===== src/rtl/spi_reg_arbiter.sv =====
// Arbitrates a 16x8 register bank between an edge-triggered SPI front end and a
// request/grant internal port, alternating ownership whenever both are waiting.
module spi_reg_arbiter #(
    parameter logic [15:0] RO_MASK = 16'h0000
) (
    input  logic       clk,
    input  logic       rst_n,
    input  logic       spi_write,
    input  logic       spi_read,
    input  logic [3:0] spi_address,
    input  logic [7:0] spi_data_in,
    output logic [7:0] spi_data_out,
    input  logic       int_req,
    input  logic       int_we,
    input  logic [3:0] int_addr,
    input  logic [7:0] int_wdata,
    output logic       int_gnt,
    output logic       int_done,
    output logic [7:0] int_rdata,
    input  logic       int_clr_flags,
    output logic [7:0] state_indication
);

    typedef enum logic [1:0] {
        IDLE    = 2'b00,
        SPI_RD  = 2'b01,
        SPI_WR  = 2'b10,
        INT_ACC = 2'b11
    } state_t;

    state_t     state;
    state_t     next_state;
    logic [7:0] bank [16];

    logic       spi_write_d;
    logic       spi_read_d;
    logic       wr_edge;
    logic       rd_edge_raw;
    logic       rd_edge;
    logic       wr_pend;
    logic       rd_pend;
    logic [3:0] wr_addr;
    logic [7:0] wr_data;
    logic [3:0] rd_addr;
    logic       overrun;
    logic       ro_err;
    logic       overrun_set;
    logic       ro_err_set;
    logic       last_owner;     // 0 = SPI, 1 = internal

    assign wr_edge     = spi_write & ~spi_write_d;
    assign rd_edge_raw = spi_read & ~spi_read_d;
    // A read edge coinciding with a write edge is dropped in favour of the write.
    assign rd_edge     = rd_edge_raw & ~wr_edge;

    assign overrun_set = (wr_edge & wr_pend) | (rd_edge & rd_pend) | (wr_edge & rd_edge_raw);
    assign ro_err_set  = (state == SPI_WR) && RO_MASK[wr_addr];

    always_ff @(posedge clk or negedge rst_n) begin
        if (!rst_n) begin
            state <= IDLE;
        end else begin
            state <= next_state;
        end
    end

    always_comb begin
        next_state = IDLE;
        if (state == IDLE) begin
            if ((wr_pend || rd_pend) && (last_owner || !int_req)) begin
                next_state = wr_pend ? SPI_WR : SPI_RD;
            end else if (int_req && !int_done) begin
                next_state = INT_ACC;
            end
        end
    end

    always_ff @(posedge clk or negedge rst_n) begin
        if (!rst_n) begin
            spi_write_d <= 1'b0;
            spi_read_d  <= 1'b0;
            wr_pend     <= 1'b0;
            rd_pend     <= 1'b0;
            overrun     <= 1'b0;
            ro_err      <= 1'b0;
            last_owner  <= 1'b0;
        end else begin
            spi_write_d <= spi_write;
            spi_read_d  <= spi_read;

            // A new edge wins over the service-cycle clear so it is never lost.
            if (wr_edge) begin
                wr_pend <= 1'b1;
            end else if (state == SPI_WR) begin
                wr_pend <= 1'b0;
            end

            if (rd_edge) begin
                rd_pend <= 1'b1;
            end else if (state == SPI_RD) begin
                rd_pend <= 1'b0;
            end

            if (overrun_set) begin
                overrun <= 1'b1;
            end else if (int_clr_flags) begin
                overrun <= 1'b0;
            end

            if (ro_err_set) begin
                ro_err <= 1'b1;
            end else if (int_clr_flags) begin
                ro_err <= 1'b0;
            end

            if (state == SPI_RD || state == SPI_WR) begin
                last_owner <= 1'b0;
            end else if (state == INT_ACC) begin
                last_owner <= 1'b1;
            end
        end
    end

    always_ff @(posedge clk) begin
        if (wr_edge) begin
            wr_addr <= spi_address;
            wr_data <= spi_data_in;
        end
        if (rd_edge) begin
            rd_addr <= spi_address;
        end
    end

    always_ff @(posedge clk or negedge rst_n) begin
        if (!rst_n) begin
            for (int i = 0; i < 16; i++) begin
                bank[i] <= 8'h00;
            end
        end else if (state == SPI_WR && !RO_MASK[wr_addr]) begin
            bank[wr_addr] <= wr_data;
        end else if (state == INT_ACC && int_we) begin
            bank[int_addr] <= int_wdata;
        end
    end

    always_ff @(posedge clk or negedge rst_n) begin
        if (!rst_n) begin
            spi_data_out     <= 8'h00;
            int_rdata        <= 8'h00;
            int_gnt          <= 1'b0;
            int_done         <= 1'b0;
            state_indication <= 8'h00;
        end else begin
            int_gnt          <= (next_state == INT_ACC);
            int_done         <= (state == INT_ACC);
            state_indication <= {overrun, ro_err, int_req, wr_pend | rd_pend, 2'b00, state};
            if (state == SPI_RD) begin
                spi_data_out <= bank[rd_addr];
            end
            if (state == INT_ACC && !int_we) begin
                int_rdata <= bank[int_addr];
            end
        end
    end

endmodule

===== config.mk =====
export PLATFORM = sky130hd
export DESIGN_NAME = spi_reg_arbiter
export DESIGN_NICKNAME = d
export VERILOG_FILES = /design/src/rtl/spi_reg_arbiter.sv
export SDC_FILE = /design/constraint.sdc
export NUM_CORES = 1
export LEC_CHECK = 0
export ABC_AREA = 1
export BUFFER_PORTS_ARGS = -buffer_cell sky130_fd_sc_hd__buf_2
export CORE_AREA = 8 8 165 167
export CTS_CLUSTER_SIZE = 8
export DETAILED_ROUTE_END_ITERATION = 8
export DIE_AREA = 0 0 173 175
export GPL_ROUTABILITY_DRIVEN = 0
export PLACE_DENSITY = 0.56
export SETUP_SLACK_MARGIN = 0.02
export SYNTH_ARGS = -nofsm -noshare
export SYNTH_HDL_FRONTEND = slang
export SYNTH_SLANG_ARGS = --single-unit
export TNS_END_PERCENT = 1

===== constraint.sdc =====
create_clock -name clk -period 2.3 [get_ports clk]
set_input_delay 0.23 -clock clk [delete_from_list [all_inputs] [get_ports clk]]
set_output_delay 0.23 -clock clk [all_outputs]
set_load 0.05 [all_outputs]

Yosys cells after proc, flatten, opt, wreduce, memory -nomap -nowiden
Memory sizes are Yosys's and may differ from the RTL's. A register that Yosys moved wholly into a read port is not among the register bits.
Cells that the tools add are included.
{"block": "word_totals", "ff_bits": 177, "latchBits": 0, "mem_bits_ro": 16, "output_inout_bits": 26, "ramBits": 0, "n_memories": 1, "word_cells": 109, "input_bits": 31}
{"block": "op_classes", "mul": 0, "div": 0, "reduce_logical": 22, "n_eq_ne": 4, "muxes": 29, "n_shift": 0, "addsub": 0, "n_bitwise": 15, "n_lt_le_gt_ge": 6}
{"memory": "(name not given)", "depth": 16, "width": 1, "rd": 1, "rd_ports_with_merged_regs": 1, "wr": 0, "line_no": "139", "rtl": "end else if (state == SPI_WR && !RO_MASK[wr_addr]) begin"}
{"cell": "$bwmux 128", "count": 2}
{"cell": "$mux 128", "count": 2}
{"cell": "$bmux 8 s4", "count": 2}
{"cell": "$demux 8 s4", "count": 2}
{"cell": "$mux 8", "count": 6}
{"cell": "$ge 5x5->1 const B", "count": 3}
{"cell": "$not 4->5", "count": 3}
{"cell": "$reduce_bool 2->1", "count": 6}
{"cell": "$lt 5x1->1 const B", "count": 2}
{"cell": "$mux 1", "count": 10}
{"cell": "$logic_and 1x1->1", "count": 8}
{"cell": "$mux 2", "count": 4}
{"cell": "$and 1x1->1", "count": 6}
{"cell": "$eq 2x2->1 const B", "count": 3}
{"cell": "$lt 4x5->1 const B", "count": 1}
{"cell": "$logic_not 1->1", "count": 4}
{"cell": "$mux 4", "count": 1}
{"cell": "$logic_or 1x1->1", "count": 3}
{"cell": "$not 1->1", "count": 3}
{"cell": "$or 1x1->1", "count": 3}
{"cell": "$eq 2x1->1 const B", "count": 1}
{"cell": "$logic_not 2->1", "count": 1}

Longest topological paths before layout
{"block": "depth", "depth_word": 8, "ltp_mapped": 10, "mapped_depth_nobuf": 9}

Least setup slack after synthesis
Ideal clock, no wire load.
{"block": "synth_path", "kind": "register to register", "from": "reg state[0]", "to": "reg bank[119] (netlist bit)", "path_slack_ps": 613, "setup_time_ps": 83, "path_stages_with_launch": 11, "t_arrival_ps": 1605, "synth_period_minus_slack_ps": 1687, "path_buffers": 3, "path_cell_list": "dfrtp_1 inv_1 ha_1 buf_4 inv_4 buf_6 nand2_2 buf_2 o22ai_1 nand2_1 o21ai_0"}
{"block": "synth_between", "elab_chain_cells": 3, "word_cells_on_any_way": 6}
{"item": "start: declaration", "line_no": "31", "rtl": "state_t state;"}
{"item": "start signal: assignment", "line_no": "63", "rtl": "state <= next_state;"}
{"item": "$eq 2x2->1, on equally long branches", "line_no": "139, 141"}
{"item": "$logic_and 1x1->1, on equally long branches", "line_no": "139, 141"}
{"item": "$mux 128 / $reduce_bool 2->1 (equally long branches)"}
{"item": "end signal: indexed assignment", "line_no": "140", "rtl": "bank[wr_addr] <= wr_data;"}
{"item": "end signal: indexed assignment", "line_no": "142", "rtl": "bank[int_addr] <= int_wdata;"}
{"item": "end: declaration", "line_no": "33", "rtl": "logic [7:0] bank [16];"}
Several ways; a longest one is shown, not always the timed one.
A chain may end at the register's enable or synchronous reset.

Final worst setup path
{"block": "layout_path", "from": "reg state[0]", "to": "reg bank[76] (netlist bit)"}
The elaborated chain is that of the path after synthesis.

==> impl_metrics.env <==
export IMPL_fill_cells=2550
export IMPL_dr_pass1_iters=5
export IMPL_clock_sinks=175
export IMPL_clkTransAtPathRegs_ns=0.08
export IMPL_wl_per_cell_um=21.15
export IMPL_overflow=0
export IMPL_yosysMostFrequentCell="nand2_1"
export IMPL_fin_worst_skew_ns=0.01776
export IMPL_drc_errors=0
export IMPL_cts_buffers=17
export IMPL_multi_input_area_um2=5120
export IMPL_cts_tree="done"
export IMPL_synth_edf_count=16
export IMPL_die_w_um=173
export IMPL_worst_pin_slew_ns=0.6194
export IMPL_slowest_stage="inv_4"
export IMPL_routed_wl_um=40900
export IMPL_start_util_pct=43.14
export IMPL_hold_viol_final=0
export IMPL_synth_area_um2=10640
export IMPL_crit_cells=8
export IMPL_critPathCaptureType="flip-flop"
export IMPL_dp_hpwl_um=27150
export IMPL_status="complete, no violations"
export IMPL_ctsHoldBuffers=16
export IMPL_critical_path_buf_inv_count=3
export IMPL_grt_usage_pct=26.96
export IMPL_yosysSeqAreaShare_pct=41.89
export IMPL_arrival_ns=2.36
export IMPL_synthArstFlopShare_pct=90.86
export IMPL_ant_nets=0
export IMPL_powerDensity_nw_per_um2=1132
export IMPL_diodes=0
export IMPL_drive_gt1_share_pct=12.03
export IMPL_insertion_delay_ns=0.45
export IMPL_layout_setup_ws_ns=0.2929
export IMPL_p_leak_nw=5.655
export IMPL_worstRegToRegCells=8
export IMPL_area_growth_pct=13.44
export IMPL_h_tree_depth=4
export IMPL_rr_startpoint="state[0]"
export IMPL_slew_viol_final=0
export IMPL_critical_path_top_delay_family="buffers and inverters"
export IMPL_grt_pass1_vias=10421
export IMPL_crit_chain="inv_1 -> ha_1 -> inv_4 -> nand2_2 -> buf_4 -> o22ai_1 -> nand2_1 -> o21ai_0"
export IMPL_cts_resized=0
export IMPL_synth_top_cell_by_area="dfrtp_1"
export IMPL_tns_ns=0
export IMPL_hold_depth=2
export IMPL_hold_path_class="input port to flip-flop"
export IMPL_r2r_slack_ns=0.29
export IMPL_synth_ff_type="dfrtp_1"
export IMPL_power_mw=13.67
export IMPL_fin_crit_ns=2.007
export IMPL_crit_fanout=24
export IMPL_grt_pass1_wl_um=62870
export IMPL_place_detailed_instances=1886
export IMPL_setup_viol_count_final=0
export IMPL_final_core_util_pct=48.94
export IMPL_fin_cells=1934
export IMPL_post_cts_buffers=0
export IMPL_clk_path_buf_depth=2
export IMPL_num_vias=10882
export IMPL_synth_distinct_cells=25
export IMPL_die_h_um=175
export IMPL_required_ns=2.66
export IMPL_dieArea_um2=30280
export IMPL_dp_slack_ns=0.3410
export IMPL_rows=58
export IMPL_rsz0062_at_grt="false"
export IMPL_cp_startpoint="state[0]"
export IMPL_root_buffer="clkbuf_16"
export IMPL_drt_iter0_drc=1088
export IMPL_netlist_area_leader_share_pct=37.38
export IMPL_grt_max_degree=51
export IMPL_critical_path_class="flip-flop to flip-flop"
export IMPL_slew_headroom_pct=58.70
export IMPL_synthTopCellsByArea="dfrtp_1 37%, nand2_1 21%, o22ai_1 7.5%, o21ai_0 6.2%, nand3_1 5.6%"
export IMPL_crit_end="bank[76]"
export IMPL_via_per_inst=5.627
export IMPL_slowest_delay_ns=0.42
export IMPL_ys_seq_elements=175
export IMPL_ys_warn_count=0
export IMPL_min_period_over_period_pct=87.27
export IMPL_syn_area_per_cell_um2=6.939
export IMPL_synth_commonest_cells="604 x nand2_1, 159 x dfrtp_1, 154 x inv_1"
export IMPL_startpoint_type="flip-flop"
export IMPL_r2r_end="bank[76]"
export IMPL_vdd_drop_max_mv=0.6661
export IMPL_final_nets=1626
export IMPL_ios=57
export IMPL_seqCellArea_um2=4459
export IMPL_drv_cap=0
export IMPL_synthCells=1534
export IMPL_fmax_mhz=498.2
export IMPL_coreArea_um2=24670
export IMPL_port_buffers=53
export IMPL_antenna_found_initial=1
## cell usage in the layout (no fill, tap or decap)
| cell | instances |
|---|---|
| o221ai_1 | 1 |
| nand2_2 | 22 |
| inv_2 | 4 |
| buf_2 | 52 |
| buf_12 | 4 |
| nor2_2 | 9 |
| clkbuf_16 | 17 |
| edfxtp_1 | 16 |
| o21ai_1 | 26 |
| a21oi_1 | 10 |
| nand3_1 | 120 |
| clkinv_2 | 1 |
| inv_4 | 1 |
| dlygate4sd3_1 | 16 |
| dfrtp_1 | 159 |
| nand2_1 | 604 |
| o21ai_4 | 7 |
| buf_6 | 1 |
| inv_1 | 154 |
| o21ai_2 | 9 |
| inv_6 | 3 |
| inv_12 | 1 |
| o21ai_0 | 132 |
| nor2_1 | 38 |
| o22ai_1 | 128 |
| conb_1 | 3 |
| ha_1 | 4 |
| inv_8 | 5 |
| clkinv_8 | 2 |
| clkinv_4 | 3 |
| nor2_4 | 1 |
| buf_4 | 51 |
## where the power goes
part | leakage (nW) | internal [mW] | switching, mW | total, mW
clock network | 0.291 | 1.47 | 1.51 | 2.98
logic | 3.33 | 1.56 | 3.49 | 5.04
registers | 2.04 | 4.51 | 1.14 | 5.65
total | 5.65 | 7.53 | 6.14 | 13.7
## worst reg2reg max path, stage by stage, from the launching register on
cell     delay, ns
dfrtp_1       0.39
inv_1         0.07
ha_1          0.28
inv_4         0.42
nand2_2       0.09
buf_4         0.26
o22ai_1       0.25
nand2_1       0.07
o21ai_0       0.08
## per-stage QoR
| stage | hold WS (ns) | cell area, µm² |
|---|---|---|
| 6_report | 0.03395 | 12070 |
| 5_1_grt | 0.03715 | 12070 |
| 4_1_cts | 0.02632 | 12070 |
| 3_5_place_dp | 0.1676 | 11330 |
| 3_3_place_gp | 0.1685 | 11330 |
| 2_1_floorplan | -0.06559 | 10650 |
## registers in the layout, indices dropped and copies added, names as in the netlist
signal / flops
state_indication: 5
overrun: 1
spi_read_d: 1
rd_pend: 1
last_owner: 1
int_done: 1
int_gnt: 1
spi_data_out: 8
bank: 128
int_rdata: 8
spi_write_d: 1
state: 2
wr_data: 8
rd_addr: 4
wr_addr: 4
wr_pend: 1
## layout make-up
cell class | instances | share of cell area [%]
clock inverter | 15 | 1.347
multi-input combinational | 1114 | 42.40
timing repair buffer | 124 | 7.409
sequential | 175 | 36.93
clock buffer | 17 | 3.523
inverter | 159 | 4.964
tap | 330 | 3.420
## kinds of logic (layout without fill, tap and decap cells)
kind of cell,after synthesis,after routing,share of synthesized area (%)
buffers and inverters,247,315,10.07
DFF,175,175,41.89
adders and majority gates,4,4,0.4702
and+or+nand+nor,794,794,30.21
other,1,3,0.03523
AOI/OAI and AO/OA,313,313,17.32
## how the worst min path moves through the flow
| stage | slack, ns | endpoint | start |
|---|---|---|---|
| 2_1_floorplan | -0.07 | bank[0] | rst_n |
| 3_3_place_gp | 0.17 | bank[75] | rst_n |
| 3_5_place_dp | 0.17 | bank[67] | rst_n |
| 4_1_cts | 0.03 | overrun | int_clr_flags |
| 5_1_grt | 0.04 | overrun | int_clr_flags |
| 6_report | 0.03 | overrun | int_clr_flags |
## layer usage
| layer | share of wire (%) | vias to the layer above | track usage [%] |
|---|---|---|---|
| li1 | - | 5097 | - |
| met1 | 41 | 5063 | 34.90 |
| met2 | 45 | 592 | 42.19 |
| met3 | 9.9 | 128 | 6.562 |
| met4 | 4.3 | 2 | 12.15 |
| met5 | 0.029 | - | 0 |
(Power assumes the default switching activity.)
